[config.mk]
export PLATFORM = sky130hd
export DESIGN_NAME = riscv_v_logic_seq
export DESIGN_NICKNAME = d
export VERILOG_FILES = /design/src/rtl/riscv_v_pkg.sv /design/src/rtl/riscv_v_logic_seq_acc.sv /design/src/rtl/riscv_v_logic_seq.sv
export SDC_FILE = /design/constraint.sdc
export NUM_CORES = 1
export LEC_CHECK = 0
export BUFFER_PORTS_ARGS = -buffer_cell sky130_fd_sc_hd__buf_2
export CAP_MARGIN = 25
export CORE_AREA = 3 3 322 324
export CTS_BUF_LIST = sky130_fd_sc_hd__clkbuf_4
export CTS_CLUSTER_SIZE = 12
export DETAILED_ROUTE_END_ITERATION = 10
export DIE_AREA = 0 0 325 327
export PLACE_DENSITY = 0.46
export SLEW_MARGIN = 10
export SYNTH_ARGS = -nofsm -noshare
export SYNTH_HDL_FRONTEND = slang
export SYNTH_HIERARCHICAL = 1
export SYNTH_SLANG_ARGS = --single-unit
[constraint.sdc]
create_clock -name clk -period 6.2 [get_ports clk]
set_input_delay 0.93 -clock clk [delete_from_list [all_inputs] [get_ports clk]]
set_output_delay 0.93 -clock clk [all_outputs]
set_load 0.1 [all_outputs]
[src/rtl/riscv_v_pkg.sv]
// riscv_v_pkg: shared widths, op/state enums and the osize-to-bitmask helper
// for the vector logic sequencer.
package riscv_v_pkg;

    localparam int RISCV_V_DATA_WIDTH       = 128;
    localparam int RISCV_V_NUM_BYTES        = RISCV_V_DATA_WIDTH / 8;
    localparam int RISCV_V_NUM_VALID_OSIZES = 5;

    typedef enum logic [1:0] {
        LOGIC_AND = 2'd0,
        LOGIC_OR  = 2'd1,
        LOGIC_XOR = 2'd2
    } logic_op_e;

    typedef enum logic [1:0] {
        SEQ_IDLE  = 2'd0,
        SEQ_RUN   = 2'd1,
        SEQ_DRAIN = 2'd2
    } logic_seq_state_e;

    // Low-bit mask one element wide; anything that is not one-hot means 8 bits.
    function automatic logic [RISCV_V_DATA_WIDTH-1:0] osize_mask(
        input logic [RISCV_V_NUM_VALID_OSIZES-1:0] osize_vector
    );
        int w;
        w = osize_vector == 5'b00010 ? 16 :
            osize_vector == 5'b00100 ? 32 :
            osize_vector == 5'b01000 ? 64 :
            osize_vector == 5'b10000 ? 128 : 8;
        return {RISCV_V_DATA_WIDTH{1'b1}} >> (RISCV_V_DATA_WIDTH - w);
    endfunction

endpackage

[src/rtl/riscv_v_logic_seq_acc.sv]
// riscv_v_logic_seq_acc: reduction accumulator with op fold and element masking.
//   clr          - flush: accumulator back to zero
//   init/init_op - new request: seed with all-ones (AND) or zero (OR/XOR)
//   fold         - accepted reduction chunk: acc <= acc_fold
//   acc_fold     - acc OP (data masked to element width), masked to element width
module riscv_v_logic_seq_acc
    import riscv_v_pkg::*;
#(
    parameter int DATA_WIDTH = RISCV_V_DATA_WIDTH,
    parameter int NUM_OSIZES = RISCV_V_NUM_VALID_OSIZES
) (
    input  logic                  clk,
    input  logic                  rst,
    input  logic                  clr,
    input  logic                  init,
    input  logic_op_e             init_op,
    input  logic                  fold,
    input  logic_op_e             op,
    input  logic [NUM_OSIZES-1:0] osize_vector,
    input  logic [DATA_WIDTH-1:0] data,
    output logic [DATA_WIDTH-1:0] acc_fold
);

    logic [DATA_WIDTH-1:0] acc_q, acc_d, mask, masked;

    always_comb begin
        mask     = osize_mask(osize_vector);
        masked   = data & mask;
        acc_fold = (op == LOGIC_AND ? acc_q & masked :
                    op == LOGIC_OR  ? acc_q | masked : acc_q ^ masked) & mask;
        acc_d    = clr  ? '0 :
                   init ? (init_op == LOGIC_AND ? '1 : '0) :
                   fold ? acc_fold : acc_q;
    end

    always_ff @(posedge clk or posedge rst) begin
        if (rst) acc_q <= '0;
        else     acc_q <= acc_d;
    end

endmodule

[src/rtl/riscv_v_logic_seq.sv]
// riscv_v_logic_seq: walks a 1/2/4/8-register group through the 128-bit vector
// bitwise datapath one chunk per cycle.
//   req_*  - op descriptor from issue, accepted only in IDLE
//   op_*   - operand chunk stream, passed straight through to dp_srca/srcb/mask
//   dp_*   - datapath selects (registered) and operands; dp_result returns same cycle
//   res_*  - 1-deep result register to writeback; reductions emit one element
//   flush  - synchronous abort, beats any simultaneous handshake
module riscv_v_logic_seq
    import riscv_v_pkg::*;
#(
    parameter int DATA_WIDTH = RISCV_V_DATA_WIDTH,
    parameter int NUM_BYTES  = DATA_WIDTH / 8,
    parameter int NUM_OSIZES = RISCV_V_NUM_VALID_OSIZES
) (
    input  logic                  clk,
    input  logic                  rst,
    input  logic                  flush,
    input  logic                  req_valid,
    output logic                  req_ready,
    input  logic [1:0]            req_op,
    input  logic                  req_is_reduct,
    input  logic [1:0]            req_lmul_log2,
    input  logic [NUM_OSIZES-1:0] req_osize_vector,
    input  logic                  op_valid,
    output logic                  op_ready,
    input  logic [DATA_WIDTH-1:0] op_srca,
    input  logic [DATA_WIDTH-1:0] op_srcb,
    input  logic [NUM_BYTES-1:0]  op_mask,
    output logic                  dp_is_and,
    output logic                  dp_is_or,
    output logic                  dp_is_xor,
    output logic                  dp_is_reduct,
    output logic [NUM_OSIZES-1:0] dp_osize_vector,
    output logic [DATA_WIDTH-1:0] dp_srca,
    output logic [DATA_WIDTH-1:0] dp_srcb,
    output logic [NUM_BYTES-1:0]  dp_mask,
    input  logic [DATA_WIDTH-1:0] dp_result,
    output logic                  res_valid,
    input  logic                  res_ready,
    output logic [DATA_WIDTH-1:0] res_data,
    output logic                  res_last,
    output logic                  busy
);

    logic_seq_state_e      state_q, state_d;
    logic_op_e             op_q, op_d, req_op_e;
    logic                  is_reduct_q, is_reduct_d;
    logic [NUM_OSIZES-1:0] osize_q, osize_d;
    logic [2:0]            remaining_q, remaining_d;
    logic                  res_valid_q, res_valid_d, res_last_q, res_last_d;
    logic [DATA_WIDTH-1:0] res_data_q, res_data_d, acc_fold;
    logic                  req_fire, op_fire, last;

    assign req_op_e  = req_op == 2'd0 ? LOGIC_AND : req_op == 2'd1 ? LOGIC_OR : LOGIC_XOR;
    assign busy      = state_q != SEQ_IDLE;
    assign req_ready = state_q == SEQ_IDLE && (!res_valid_q || res_ready);
    // Reductions never hold a result while in RUN, so they stream at full rate.
    assign op_ready  = state_q == SEQ_RUN && (is_reduct_q || !res_valid_q || res_ready);
    assign req_fire  = req_valid && req_ready && !flush;
    assign op_fire   = op_valid && op_ready && !flush;
    assign last      = remaining_q == 3'd0;

    assign dp_is_and       = busy && op_q == LOGIC_AND;
    assign dp_is_or        = busy && op_q == LOGIC_OR;
    assign dp_is_xor       = busy && op_q == LOGIC_XOR;
    assign dp_is_reduct    = busy && is_reduct_q;
    assign dp_osize_vector = osize_q;
    assign dp_srca         = op_srca;
    assign dp_srcb         = op_srcb;
    assign dp_mask         = op_mask;
    assign res_valid       = res_valid_q;
    assign res_data        = res_data_q;
    assign res_last        = res_last_q;

    always_comb begin
        state_d     = state_q;
        op_d        = op_q;
        is_reduct_d = is_reduct_q;
        osize_d     = osize_q;
        remaining_d = remaining_q;
        res_valid_d = res_valid_q && !res_ready;
        res_last_d  = res_last_q && !res_ready;
        res_data_d  = res_data_q;
        if (flush) begin
            state_d     = SEQ_IDLE;
            res_valid_d = 1'b0;
            res_last_d  = 1'b0;
        end else if (req_fire) begin
            state_d     = SEQ_RUN;
            op_d        = req_op_e;
            is_reduct_d = req_is_reduct;
            osize_d     = req_osize_vector;
            remaining_d = 3'((4'd1 << req_lmul_log2) - 4'd1);
        end else if (op_fire) begin
            remaining_d = last ? remaining_q : remaining_q - 3'd1;
            if (is_reduct_q) begin
                if (last) begin
                    state_d     = SEQ_DRAIN;
                    res_valid_d = 1'b1;
                    res_last_d  = 1'b1;
                    res_data_d  = acc_fold;
                end
            end else begin
                state_d     = last ? SEQ_IDLE : SEQ_RUN;
                res_valid_d = 1'b1;
                res_last_d  = last;
                res_data_d  = dp_result;
            end
        end else if (state_q == SEQ_DRAIN && res_ready) begin
            state_d = SEQ_IDLE;
        end
    end

    always_ff @(posedge clk or posedge rst) begin
        if (rst) begin
            state_q     <= SEQ_IDLE;
            op_q        <= LOGIC_AND;
            is_reduct_q <= 1'b0;
            osize_q     <= '0;
            remaining_q <= '0;
            res_valid_q <= 1'b0;
            res_last_q  <= 1'b0;
            res_data_q  <= '0;
        end else begin
            state_q     <= state_d;
            op_q        <= op_d;
            is_reduct_q <= is_reduct_d;
            osize_q     <= osize_d;
            remaining_q <= remaining_d;
            res_valid_q <= res_valid_d;
            res_last_q  <= res_last_d;
            res_data_q  <= res_data_d;
        end
    end

    riscv_v_logic_seq_acc #(
        .DATA_WIDTH(DATA_WIDTH),
        .NUM_OSIZES(NUM_OSIZES)
    ) u_acc (
        .clk         (clk),
        .rst         (rst),
        .clr         (flush),
        .init        (req_fire),
        .init_op     (req_op_e),
        .fold        (op_fire && is_reduct_q),
        .op          (op_q),
        .osize_vector(osize_q),
        .data        (dp_result),
        .acc_fold    (acc_fold)
    );

endmodule
==> flow_metrics.py <==
metrics = {
    "power_and_ir_drop": {
        "internal_power_mw": 4.77,
        "p_seq_share_pct": 23.5,
        "sw_frac_of_total_pct": 59.4,
        "p_switching_mw": 6.98,
        "p_per_area_nw_per_um2": 502,
        "leakagePower_nw": 11.5,
        "ir_drop_uv": 435,
        "power_frac_comb_pct": 59.9,
        "clkPwrFrac_pct": 16.6,
    },
    "floorplanning": {
        "core-area_um2": 101000,
        "die_w_um": 325,
        "rows": 117,
        "start_util_pct": 21.3,
        "num_io_pins": 830,
        "dieArea_um2": 106000,
        "die_y_um": 327,
    },
    "synth": {
        "synth-main-ff-cell": "dfrtp_1",
        "synth_fp_nets": 3204,
        "async_flop_share_pct": 100,
        "yosys_warnings": 6,
        "synth-edff-count": 0,
        "ys_types": 51,
        "synth_top_area_share_pct": 31.4,
        "syn_inst": 2531,
        "ys_ff_latch": 271,
        "synthTopCellsByArea": "dfrtp_1 (31%), ha_1 (15%), buf_4 (9.7%)",
        "yosysSeqAreaShare_pct": 31.4,
        "synth_area_um2": 21600,
        "synth_area_leader_cell": "dfrtp_1",
        "avgSynthCellArea_um2": 8.54,
    },
    "layout": {
        "final_area_um2": 23400,
        "final_nets": 3150,
        "area_growth_pct": 8.23,
        "layout-drive-gt1-share_pct": 18.5,
    },
    "run_status": {
        "status": "finished clean",
    },
    "sta": {
        "period_minus_slack_ps": 4030,
        "tns_ps": 0,
        "finalCritPeriodShare_pct": 65.1,
        "finClkSkew_ps": 45.3,
        "finalSetupViolCount": 0,
        "slew_viol_final": 0,
        "rsz0062_at_grt": "false",
        "worst-slew-pin-transition_ps": 1050,
        "slew_headroom_pct": 30.3,
        "fmaxAchievable_mhz": 248,
        "report.final.hold_viol_count": 0,
    },
    "drt": {
        "drt_iter0_drc": 762,
        "first_pass_iters": 7,
        "final_antenna_net_count": 0,
        "drc_errors": 0,
        "wire_per_inst_um": 16.9,
        "wl_mm": 66.0,
        "vias": 16800,
        "via_per_inst": 4.30,
    },
    "global_routing": {
        "grt-ovfl-total": 0,
        "antenna_found_initial": 12,
        "grt_pass1_wl_mm": 102,
        "grt_max_degree": 132,
        "grt_pass1_vias": 16800,
        "grt_usage_pct": 12.2,
    },
    "critical_path": {
        "cp.required_ps": 5270,
        "critPathKind": "register to primary output",
        "cp-start-kind": "register",
        "cp_max_fo": 43,
        "arrival_ps": 3100,
        "cp-end-kind": "primary output",
    },
    "clock_network": {
        "clockBufferDepth": 3,
        "post_cts_resized": 0,
        "htreeDepth": 3,
        "clock_latency_ps": 880,
        "cts_tree": "built",
        "cts_buffers": 91,
        "root_buffer": "clkbuf_4",
        "cts.sink_count": 271,
        "clk_pin_slew_ps": 70,
    },
    "placement": {
        "placed_area_um2": 22300,
        "port_buffers": 285,
        "gp_congestion": 0.712,
        "post-dp-hpwl_mm": 41.0,
    },
    "hold_path": {
        "hold_path_class": "primary input to register",
    },
    "job": {
        "cap_violations": 0,
    },
}
[metrics by stage]
stage	worst slack [ps]	utilization, %	power [mW]	instances	hold WS (ps)
global placement	2150	21.9	9.88	3751	488
global route	1910	23.1	12.5	3911	170
detailed placement	2060	21.9	9.92	3751	496
finish	2170	23.1	11.8	3913	303
CTS	1920	23.1	12.0	3909	107
floorplan	1430	-	9.27	2531	467
[worst paths after layout]
check                                from               to  slack (ps)  depth (start not counted)
setup / recovery              is_reduct_q         op_ready        2170                          3
hold / removal              req_is_reduct      is_reduct_q         300                          3
setup reg to reg               state_q[0]  u_acc/acc_q[82]        2380                          9
hold reg to reg            u_acc/acc_q[7]   u_acc/acc_q[7]         510                          2
max in group asynchronous             rst          op_q[0]        4460                          4
min in group asynchronous             rst     res_data[46]         560                          3
[registers in the layout (all words and copies together) (netlist names)]
register         flops
remaining_q          3
res_data           128
u_acc/acc_q        128
dp_osize_vector      5
res_valid            1
is_reduct_q          1
op_q                 2
res_last             1
state_q              2
[kinds of logic (layout without fill, tap and decap cells)]
logic type,after synthesis,after routing,share of synthesized area (%)
AOI/OAI and AO/OA,449,449,15.2
xor gates and xnor gates,3,3,0.122
adders and majority gates,257,257,14.9
buffers and inverters,714,724,17.6
DFF,271,271,31.4
muxes,132,132,6.12
other,0,4,0
and+or+nand+nor,705,705,14.7
[routing by layer]
metal / routed length, um / share of wire [%] / global-route usage [%] / vias up
met5: 40 / 0.061 / 0 / -
met4: 2520 / 3.8 / 5.64 / 6
met3: 4790 / 7.3 / 3.79 / 197
met2: 29600 / 45 / 19.4 / 535
met1: 29100 / 44 / 15.2 / 7972
li1: - / - / - / 8110
[cell type report]
| cell class | instances | area (um^2) |
|---|---|---|
| tap | 1368 | 1710 |
| sequential | 271 | 6790 |
| multi-input combinational | 1546 | 11100 |
| inverter | 262 | 993 |
| timing repair buffer | 305 | 1680 |
| fill | 11200 | 78100 |
| clock inverter | 30 | 169 |
| antenna | 4 | 10.0 |
| clock buffer | 127 | 953 |
[layout by cell type, fill, tap and decap left out, types with 22 or more instances in the layout]
| cell | synthesis | final |
|---|---|---|
| buf_2 | 55 | 285 |
| dfrtp_1 | 271 | 268 |
| inv_1 | 262 | 260 |
| ha_1 | 257 | 257 |
| nand2_1 | 247 | 247 |
| nor2_1 | 229 | 229 |
| a21oi_1 | 208 | 207 |
| mux2i_1 | 130 | 130 |
| clkbuf_4 | 0 | 127 |
| a221o_1 | 120 | 120 |
| nor2b_1 | 116 | 116 |
| a211o_1 | 82 | 82 |
| nor3_1 | 66 | 65 |
| clkinv_1 | 0 | 22 |
[what timing repair did]
item,in CTS,in global routing
hold buffers,1,0
buffers inserted,0,0
endpoints found under the hold margin,12,0
[cells in the mapped netlist (all sizes together), types with 4 or more instances]
master,instances
a2111oi,4
a211o,82
a211oi,6
a21oi,208
a221o,120
and2,15
buf,349
clkbuf,103
dfrtp,271
ha,257
inv,262
mux2i,130
nand2,247
nand2b,4
nor2,229
nor2b,116
nor3,74
nor3b,4
o21ai,11
o31ai,6
[worst max-delay path, stage by stage, from the launching register on]
cell,delay [ps]
dfrtp_4,1000
nor3b_1,260
nor3b_1,470
buf_2,520
[power groups by stage]
stage,clock [mW],sequential (mW),combinational [mW]
2_1_floorplan,0,5.82,3.45
3_5_place_dp,0,2.80,7.11
4_1_cts,2.09,2.78,7.13
3_3_place_gp,0,2.81,7.08
5_1_grt,2.17,2.86,7.52
6_report,1.95,2.76,7.03
Note: power is estimated with default switching activity, not from simulation.
